$ cat src/rtl/zynq_axil_shell_pkg.sv
// Shared definitions for the AXI4-Lite FIFO shell: address regions,
// response codes and the decoded-address record.
package zynq_axil_shell_pkg;

  // Region selector lives in addr[9:8]
  localparam logic [1:0] region_csr_c       = 2'b00;
  localparam logic [1:0] region_ps2pl_c     = 2'b01;
  localparam logic [1:0] region_pl2ps_c     = 2'b10;
  localparam logic [1:0] region_pl2ps_cnt_c = 2'b11;

  localparam logic [1:0] resp_okay_c   = 2'b00;
  localparam logic [1:0] resp_slverr_c = 2'b10;

  typedef struct packed {
    logic [1:0] region;
    logic [5:0] idx;
  } axil_dec_s;

  // Takes the word address (addr[9:2]); byte-lane bits never reach here.
  function automatic axil_dec_s decode_addr(input logic [7:0] word_addr);
    axil_dec_s d;
    d.region = word_addr[7:6];
    d.idx    = word_addr[5:0];
    return d;
  endfunction

endpackage

$ cat src/rtl/zynq_axil_shell_fifo.sv
// 1r1w circular-buffer FIFO with occupancy count. Full/empty are derived
// from the registered count, so a same-cycle pop never frees a slot for a
// same-cycle push.
module zynq_axil_shell_fifo #(
  parameter int els_p = 16
) (
  input  logic                     clk_i,
  input  logic                     reset_i,
  input  logic [31:0]              data_i,
  input  logic                     v_i,
  output logic                     ready_o,
  output logic [31:0]              data_o,
  output logic                     v_o,
  input  logic                     yumi_i,
  output logic [$clog2(els_p):0]   count_o
);

  localparam int ptr_w_lp = $clog2(els_p);
  localparam int cnt_w_lp = ptr_w_lp + 1;

  logic [31:0]         mem_q [els_p];
  logic [ptr_w_lp-1:0] wr_ptr_q, rd_ptr_q;
  logic [cnt_w_lp-1:0] count_q;
  logic                push, pop;

  assign v_o     = (count_q != '0);
  assign ready_o = (count_q != cnt_w_lp'(els_p));
  assign push    = v_i & ready_o;
  assign pop     = yumi_i & v_o;
  assign data_o  = mem_q[rd_ptr_q];
  assign count_o = count_q;

  // Storage array; contents are don't-care while empty, so no reset
  always_ff @(posedge clk_i) begin
    if (push) mem_q[wr_ptr_q] <= data_i;
  end

  // Pointers wrap naturally at the power-of-two depth
  always_ff @(posedge clk_i or posedge reset_i) begin
    if (reset_i) begin
      wr_ptr_q <= '0;
      rd_ptr_q <= '0;
      count_q  <= '0;
    end else begin
      if (push) wr_ptr_q <= wr_ptr_q + 1'b1;
      if (pop)  rd_ptr_q <= rd_ptr_q + 1'b1;
      if (push && !pop)      count_q <= count_q + 1'b1;
      else if (pop && !push) count_q <= count_q - 1'b1;
    end
  end

endmodule

$ cat src/rtl/zynq_axil_fifo_shell.sv
// AXI4-Lite slave shell: CSR bank plus PS->PL and PL->PS FIFOs with
// occupancy/credit visibility, sitting behind a PS GP port.
module zynq_axil_fifo_shell
  import zynq_axil_shell_pkg::*;
#(
  parameter int num_regs_p        = 4,
  parameter int num_fifo_ps2pl_p  = 2,
  parameter int num_fifo_pl2ps_p  = 2,
  parameter int fifo_els_p        = 16,
  parameter int axil_data_width_p = 32,
  parameter int axil_addr_width_p = 10
) (
  input  logic                             clk_i,
  input  logic                             reset_i,
  input  logic [axil_addr_width_p-1:0]     s_axil_awaddr_i,
  input  logic                             s_axil_awvalid_i,
  output logic                             s_axil_awready_o,
  input  logic [axil_data_width_p-1:0]     s_axil_wdata_i,
  input  logic [axil_data_width_p/8-1:0]   s_axil_wstrb_i,
  input  logic                             s_axil_wvalid_i,
  output logic                             s_axil_wready_o,
  output logic [1:0]                       s_axil_bresp_o,
  output logic                             s_axil_bvalid_o,
  input  logic                             s_axil_bready_i,
  input  logic [axil_addr_width_p-1:0]     s_axil_araddr_i,
  input  logic                             s_axil_arvalid_i,
  output logic                             s_axil_arready_o,
  output logic [axil_data_width_p-1:0]     s_axil_rdata_o,
  output logic [1:0]                       s_axil_rresp_o,
  output logic                             s_axil_rvalid_o,
  input  logic                             s_axil_rready_i,
  output logic [num_regs_p*32-1:0]         csr_data_o,
  output logic [num_regs_p-1:0]            csr_w_v_o,
  output logic [num_fifo_ps2pl_p*32-1:0]   ps2pl_data_o,
  output logic [num_fifo_ps2pl_p-1:0]      ps2pl_v_o,
  input  logic [num_fifo_ps2pl_p-1:0]      ps2pl_yumi_i,
  input  logic [num_fifo_pl2ps_p*32-1:0]   pl2ps_data_i,
  input  logic [num_fifo_pl2ps_p-1:0]      pl2ps_v_i,
  output logic [num_fifo_pl2ps_p-1:0]      pl2ps_ready_o
);

  localparam int cnt_w_lp = $clog2(fifo_els_p) + 1;

  logic       aw_held_q, w_held_q;
  logic [7:0] aw_addr_q;
  logic [31:0] w_data_q;
  logic [3:0] w_strb_q;
  logic       aw_fire, w_fire, wr_exec;
  logic [7:0] wr_addr;
  logic [31:0] wr_data;
  logic [3:0] wr_strb;
  logic [1:0] wr_resp;
  axil_dec_s  wr_dec, rd_dec;
  logic       bvalid_q, rvalid_q, ar_fire;
  logic [31:0] rd_data;
  logic [1:0] rd_resp;

  logic [31:0]           csr_q [num_regs_p];
  logic [num_regs_p-1:0] csr_wr_mask;

  logic [num_fifo_ps2pl_p-1:0] ps2pl_push, ps2pl_ready;
  logic [cnt_w_lp-1:0]         ps2pl_count [num_fifo_ps2pl_p];
  logic [num_fifo_pl2ps_p-1:0] pl2ps_pop, pl2ps_v;
  logic [31:0]                 pl2ps_head  [num_fifo_pl2ps_p];
  logic [cnt_w_lp-1:0]         pl2ps_count [num_fifo_pl2ps_p];

  // Byte-lane bits and any address bits above the 1 KiB window are ignored
  logic unused_addr_bits;
  assign unused_addr_bits = ^{s_axil_awaddr_i, s_axil_araddr_i};

  assign s_axil_awready_o = ~aw_held_q & ~reset_i;
  assign s_axil_wready_o  = ~w_held_q & ~reset_i;
  assign s_axil_arready_o = ~rvalid_q & ~reset_i;
  assign s_axil_bvalid_o  = bvalid_q;
  assign s_axil_rvalid_o  = rvalid_q;

  assign aw_fire = s_axil_awvalid_i & s_axil_awready_o;
  assign w_fire  = s_axil_wvalid_i & s_axil_wready_o;
  assign ar_fire = s_axil_arvalid_i & s_axil_arready_o;

  // A beat arriving this cycle counts as held, giving single-cycle write latency
  assign wr_exec = (aw_held_q | aw_fire) & (w_held_q | w_fire) & ~bvalid_q;
  assign wr_addr = aw_held_q ? aw_addr_q : s_axil_awaddr_i[9:2];
  assign wr_data = w_held_q  ? w_data_q  : s_axil_wdata_i;
  assign wr_strb = w_held_q  ? w_strb_q  : s_axil_wstrb_i;

  // AW/W one-entry holding registers
  always_ff @(posedge clk_i or posedge reset_i) begin
    if (reset_i) begin
      aw_held_q <= 1'b0;
      aw_addr_q <= '0;
      w_held_q  <= 1'b0;
      w_data_q  <= '0;
      w_strb_q  <= '0;
    end else begin
      if (wr_exec) begin
        aw_held_q <= 1'b0;
      end else if (aw_fire) begin
        aw_held_q <= 1'b1;
        aw_addr_q <= s_axil_awaddr_i[9:2];
      end
      if (wr_exec) begin
        w_held_q <= 1'b0;
      end else if (w_fire) begin
        w_held_q <= 1'b1;
        w_data_q <= s_axil_wdata_i;
        w_strb_q <= s_axil_wstrb_i;
      end
    end
  end

  // Write decode: select the target and the response for the executing write
  always_comb begin
    wr_dec      = decode_addr(wr_addr);
    csr_wr_mask = '0;
    ps2pl_push  = '0;
    wr_resp     = resp_slverr_c;
    if (wr_exec) begin
      case (wr_dec.region)
        region_csr_c: begin
          for (int i = 0; i < num_regs_p; i++) begin
            if (wr_dec.idx == 6'(i)) begin
              csr_wr_mask[i] = 1'b1;
              wr_resp        = resp_okay_c;
            end
          end
        end
        region_ps2pl_c: begin
          for (int j = 0; j < num_fifo_ps2pl_p; j++) begin
            if (wr_dec.idx == 6'(j) && ps2pl_ready[j]) begin
              ps2pl_push[j] = 1'b1;
              wr_resp       = resp_okay_c;
            end
          end
        end
        default: ;
      endcase
    end
  end

  // Write response channel
  always_ff @(posedge clk_i or posedge reset_i) begin
    if (reset_i) begin
      bvalid_q       <= 1'b0;
      s_axil_bresp_o <= resp_okay_c;
    end else if (wr_exec) begin
      bvalid_q       <= 1'b1;
      s_axil_bresp_o <= wr_resp;
    end else if (bvalid_q && s_axil_bready_i) begin
      bvalid_q <= 1'b0;
    end
  end

  // CSR bank with per-byte strobes and a one-cycle write pulse
  always_ff @(posedge clk_i or posedge reset_i) begin
    if (reset_i) begin
      for (int i = 0; i < num_regs_p; i++) csr_q[i] <= '0;
      csr_w_v_o <= '0;
    end else begin
      csr_w_v_o <= csr_wr_mask;
      for (int i = 0; i < num_regs_p; i++) begin
        for (int b = 0; b < 4; b++) begin
          if (csr_wr_mask[i] && wr_strb[b]) csr_q[i][8*b +: 8] <= wr_data[8*b +: 8];
        end
      end
    end
  end

  for (genvar i = 0; i < num_regs_p; i++) begin : g_csr_out
    assign csr_data_o[32*i +: 32] = csr_q[i];
  end

  // Read decode: data/response from pre-edge state; PL->PS pop on AR handshake
  always_comb begin
    rd_dec    = decode_addr(s_axil_araddr_i[9:2]);
    rd_data   = '0;
    rd_resp   = resp_slverr_c;
    pl2ps_pop = '0;
    case (rd_dec.region)
      region_csr_c: begin
        for (int i = 0; i < num_regs_p; i++) begin
          if (rd_dec.idx == 6'(i)) begin
            rd_data = csr_q[i];
            rd_resp = resp_okay_c;
          end
        end
      end
      region_ps2pl_c: begin
        for (int j = 0; j < num_fifo_ps2pl_p; j++) begin
          if (rd_dec.idx == 6'(j)) begin
            rd_data = 32'(fifo_els_p) - 32'(ps2pl_count[j]);
            rd_resp = resp_okay_c;
          end
        end
      end
      region_pl2ps_c: begin
        for (int k = 0; k < num_fifo_pl2ps_p; k++) begin
          if (rd_dec.idx == 6'(k) && pl2ps_v[k]) begin
            rd_data      = pl2ps_head[k];
            rd_resp      = resp_okay_c;
            pl2ps_pop[k] = ar_fire;
          end
        end
      end
      region_pl2ps_cnt_c: begin
        for (int k = 0; k < num_fifo_pl2ps_p; k++) begin
          if (rd_dec.idx == 6'(k)) begin
            rd_data = 32'(pl2ps_count[k]);
            rd_resp = resp_okay_c;
          end
        end
      end
      default: ;
    endcase
  end

  // Read data channel
  always_ff @(posedge clk_i or posedge reset_i) begin
    if (reset_i) begin
      rvalid_q       <= 1'b0;
      s_axil_rdata_o <= '0;
      s_axil_rresp_o <= resp_okay_c;
    end else if (ar_fire) begin
      rvalid_q       <= 1'b1;
      s_axil_rdata_o <= rd_data;
      s_axil_rresp_o <= rd_resp;
    end else if (rvalid_q && s_axil_rready_i) begin
      rvalid_q <= 1'b0;
    end
  end

  for (genvar j = 0; j < num_fifo_ps2pl_p; j++) begin : g_ps2pl
    zynq_axil_shell_fifo #(.els_p(fifo_els_p)) u_fifo (
      .clk_i   (clk_i),
      .reset_i (reset_i),
      .data_i  (wr_data),
      .v_i     (ps2pl_push[j]),
      .ready_o (ps2pl_ready[j]),
      .data_o  (ps2pl_data_o[32*j +: 32]),
      .v_o     (ps2pl_v_o[j]),
      .yumi_i  (ps2pl_yumi_i[j]),
      .count_o (ps2pl_count[j])
    );
  end

  for (genvar k = 0; k < num_fifo_pl2ps_p; k++) begin : g_pl2ps
    zynq_axil_shell_fifo #(.els_p(fifo_els_p)) u_fifo (
      .clk_i   (clk_i),
      .reset_i (reset_i),
      .data_i  (pl2ps_data_i[32*k +: 32]),
      .v_i     (pl2ps_v_i[k]),
      .ready_o (pl2ps_ready_o[k]),
      .data_o  (pl2ps_head[k]),
      .v_o     (pl2ps_v[k]),
      .yumi_i  (pl2ps_pop[k]),
      .count_o (pl2ps_count[k])
    );
  end

endmodule

$ cat config.mk
export PLATFORM = sky130hd
export DESIGN_NAME = zynq_axil_fifo_shell
export DESIGN_NICKNAME = d
export VERILOG_FILES = /design/src/rtl/zynq_axil_shell_pkg.sv /design/src/rtl/zynq_axil_shell_fifo.sv /design/src/rtl/zynq_axil_fifo_shell.sv
export SDC_FILE = /design/constraint.sdc
export NUM_CORES = 2
export LEC_CHECK = 0
export ABC_CLOCK_PERIOD_IN_PS = 7300
export BUFFER_PORTS_ARGS = -buffer_cell sky130_fd_sc_hd__buf_2
export CORE_ASPECT_RATIO = 1.75
export CORE_MARGIN = 4
export CORE_UTILIZATION = 50
export CTS_CLUSTER_SIZE = 30
export DETAILED_ROUTE_END_ITERATION = 10
export PLACE_DENSITY = 0.69
export SYNTH_ARGS = -nofsm -noshare
export SYNTH_HDL_FRONTEND = slang
export SYNTH_SLANG_ARGS = --single-unit
$ cat constraint.sdc
create_clock -name clk_i -period 7.3 [get_ports clk_i]
set_clock_uncertainty 0.15 [all_clocks]
set_input_delay 0.365 -clock clk_i [delete_from_list [all_inputs] [get_ports clk_i]]
set_output_delay 0.365 -clock clk_i [all_outputs]
set_load 0.01 [all_outputs]
==> flow_metrics.py <==
metrics = {
    "global_routing": {
        "grt_max_degree": 155,
        "grt_pass1_vias": 47182,
        "antenna_found_initial": 34,
        "grt_usage_pct": 25.2,
        "grt_pass1_wl_mm": 337,
        "grt-ovfl-total": 0,
    },
    "clocking": {
        "htree_levels": 4,
        "hold_buffers": 125,
        "clk_latency_ps": 830,
        "cts.sinks": 2314,
        "cts_setup_buffers": 0,
        "cts_buffer_depth": 4,
        "cts_tree": "done",
        "clock-root-buffer": "clkbuf_16",
        "cts-buffers-inserted": 203,
        "cts_resized": 0,
        "clkTransAtPathRegs_ps": 70,
    },
    "sta": {
        "setup_slack_ps": 2700,
        "setup_viol": 0,
        "fmaxAchievable_ghz": 0.218,
        "rsz0062_at_grt": "false",
        "min_period_ps": 4600,
        "drv_slew": 0,
        "worst_slew_pin_slew_ps": 1260,
        "tns_ps": 0,
        "whs_ps": 127,
        "hold_viol": 0,
        "fin_crit_sh_pct": 62.9,
        "slew_headroom_pct": 15.6,
    },
    "pwr": {
        "p_leak_nw": 34.5,
        "p_clk_share_pct": 30.7,
        "power_mw": 34.7,
        "p_seq_share_pct": 48.4,
        "p_int_mw": 25.1,
        "p_sw_mw": 9.59,
        "vdd_drop_max_mv": 0.323,
        "switching_share_pct": 27.7,
        "p_per_area_mw_per_mm2": 335,
        "combPwrFrac_pct": 20.9,
    },
    "placement": {
        "hpwl_mm": 141,
        "port_buffers": 365,
        "placedInstanceArea_mm2": 0.0958,
        "place.gp.congestion": 0.814,
        "pre_cts_slack_ps": 2880,
    },
    "run": {
        "drv_cap": 0,
    },
    "setup_path": {
        "start_kind": "flop",
        "worst-endpoint-arrival_ps": 4080,
        "rr_endpoint": "g_ps2pl[1].u_fifo.count_o[4]",
        "crit_path_start": "g_ps2pl[0].u_fifo.rd_ptr_q[1]",
        "timing.rr.start": "aw_held_q",
        "rr_worst_depth": 14,
        "cp_max_fo": 67,
        "critical_path_required_ps": 6780,
        "crit_path_end_kind": "primary output",
        "crit_type": "reg2out",
        "r2r_setup_slack_ps": 2850,
        "endpoint": "ps2pl_data_o[19]",
    },
    "synth": {
        "ys_seq_area_share_pct": 75.3,
        "synth_top_cells_by_area": "edfxtp_1 68%, mux4_2 14%, dfrtp_1 7.4%, mux2_2 2.9%, mux2i_1 1.1%",
        "synth_top_cell_area_share_pct": 68.0,
        "ys.flop_type": "edfxtp_1",
        "synth_edf_count": 2048,
        "synthCells": 4213,
        "ys_seq_elements": 2314,
        "ys_types": 70,
        "synth-async-reset-ratio_pct": 11.5,
        "yosysTopAreaCell": "edfxtp_1",
        "syn_area_per_cell_um2": 21.5,
        "synth_area_mm2": 0.0905,
        "ys_warn_count": 0,
    },
    "finish": {
        "final_nets": 4983,
        "nFillCells": 13193,
        "area_growth_pct": 14.5,
        "multi_input_area_mm2": 0.0216,
        "regArea_mm2": 0.0682,
        "fin_area_mm2": 0.104,
        "final_layout_size_suffix_gt1_share_pct": 34.1,
    },
    "outcome": {
        "status": "completed",
    },
    "die": {
        "start_util_pct": 50.3,
        "fp-row-count": 206,
        "die_area_mm2": 0.188,
        "die_h_um": 571,
        "die_w_um": 330,
        "ios": 372,
        "coreArea_mm2": 0.180,
    },
    "routing": {
        "drtIter0Drc": 4570,
        "wl_mm": 236,
        "first_pass_iters": 7,
        "wl_per_cell_um": 32.0,
        "drcViolationCount": 0,
        "ant_nets": 0,
        "vias": 45597,
        "viasPerCell": 6.18,
    },
    "min_path": {
        "holdCritPathClass": "in2reg",
    },
}
## cells in the mapped netlist (8+ instances only)
cell	number
nor3_1	40
nor2b_1	21
buf_2	67
ha_1	43
nor2_1	103
and2_1	12
buf_4	10
nand3_1	22
clkbuf_1	127
xor2_1	11
xnor2_1	32
dfrtp_1	266
inv_1	30
buf_1	28
mux2_2	237
nand2_1	86
o21ai_0	58
a21oi_1	20
a211oi_1	11
a31oi_1	10
edfxtp_1	2048
nand2_2	8
a221oi_1	52
mux2i_1	97
o22ai_1	77
nand2b_1	12
mux4_2	568
## cells in the final DEF, fill, tap and decap left out, drive strengths merged, types with 7 or more instances in the layout
cell	synthesis	final
diode	0	17
a31oi	10	10
o21ai	58	58
nor2	103	103
a21oi	20	20
ha	43	43
dfrtp	266	266
nor4	9	9
clkbuf	127	265
clkinv	2	71
nand2	94	94
nor3	40	40
nand2b	12	12
xnor2	32	32
nor2b	21	21
nand3	28	28
xor2	11	11
a211oi	11	11
buf	106	494
dlygate4sd3	0	125
inv	30	35
o22ai	77	77
and2	12	12
nor4b	7	7
edfxtp	2048	2048
bufinv	0	20
mux4	568	568
mux2i	97	97
mux2	238	238
a221oi	52	52
## how the worst min path moves through the flow
stage	from	end	cells past startpoint
final	s_axil_arvalid_i	s_axil_rdata_o[29]	4
after global routing	s_axil_araddr_i[3]	s_axil_rresp_o[1]	3
after CTS	s_axil_arvalid_i	s_axil_rdata_o[5]	5
after detailed placement	reset_i	g_pl2ps[1].u_fifo.rd_ptr_q[3]	2
after global placement	reset_i	g_pl2ps[1].u_fifo.rd_ptr_q[2]	2
after floorplan	s_axil_bready_i	s_axil_bvalid_o	1
## metal layers
layer | GRT usage [%] | vias up | share of wire [%]
met5 | 0 | - | 0.042
met4 | 9.20 | 16 | 4.1
met3 | 6.07 | 414 | 9.9
met2 | 41.9 | 2199 | 50
met1 | 32.4 | 24284 | 36
li1 | - | 18684 | -
## power by group through the flow
stage / logic (mW) / registers (mW) / clock network [mW]
after floorplan: 4.79 / 16.6 / 0
after detailed placement: 7.31 / 17.0 / 0
after CTS: 7.38 / 16.8 / 10.8
after global placement: 7.15 / 17.0 / 0
after global routing: 7.78 / 16.9 / 11.4
final: 7.26 / 16.8 / 10.6
## logic make-up after synthesis
family          count (synthesis)  synth area share [%]
compound gates                278                  2.10
simple gates                  362                  2.05
flops                        2314                  75.3
fa+ha+maj                      47                 0.683
other cells                     1               0.00414
buf+inv                       265                  1.24
xor+xnor                       43                 0.416
mux                           903                  18.2
## critical path, stage by stage (launching register included)
cell and delay (ps):
dfrtp_4 1110, buf_4 860, mux4_2 430, mux4_2 530
buf_2 170
## state kept, by name, indices dropped and copies added, names as in the netlist
name and cells:
g_pl2ps.u_fifo.count_o 10, s_axil_rresp_o 1, g_ps2pl.u_fifo.wr_ptr_q 8, g_ps2pl.u_fifo.rd_ptr_q 8, w_strb_q 4, csr_data_o 128
s_axil_bresp_o 1, g_ps2pl.u_fifo.count_o 10, aw_held_q 1, csr_w_v_o 4, g_ps2pl.u_fifo.mem_q 1024, g_pl2ps.u_fifo.mem_q 1024
g_pl2ps.u_fifo.wr_ptr_q 8, s_axil_rvalid_o 1, w_data_q 32, s_axil_bvalid_o 1, aw_addr_q 8, s_axil_rdata_o 32
w_held_q 1, g_pl2ps.u_fifo.rd_ptr_q 8
## area by class of cell
cell class	count	area share (%)
inverters	32	0.120
diodes	17	0.0411
clock buffers	265	5.25
repair buffers	619	3.95
multi-input cells	1635	20.9
well taps	2392	2.89
clock inverters	100	1.00
flip-flops and latches	2314	65.9
## per-stage QoR
| stage | util (%) | std cells |
|---|---|---|
| 2_1_floorplan | - | 4214 |
| 5_1_grt | 57.5 | 7360 |
| 6_report | 57.6 | 7374 |
| 3_3_place_gp | 53.2 | 6867 |
| 3_5_place_dp | 53.2 | 6867 |
| 4_1_cts | 57.5 | 7357 |
Power figures use the tool's default switching activity.
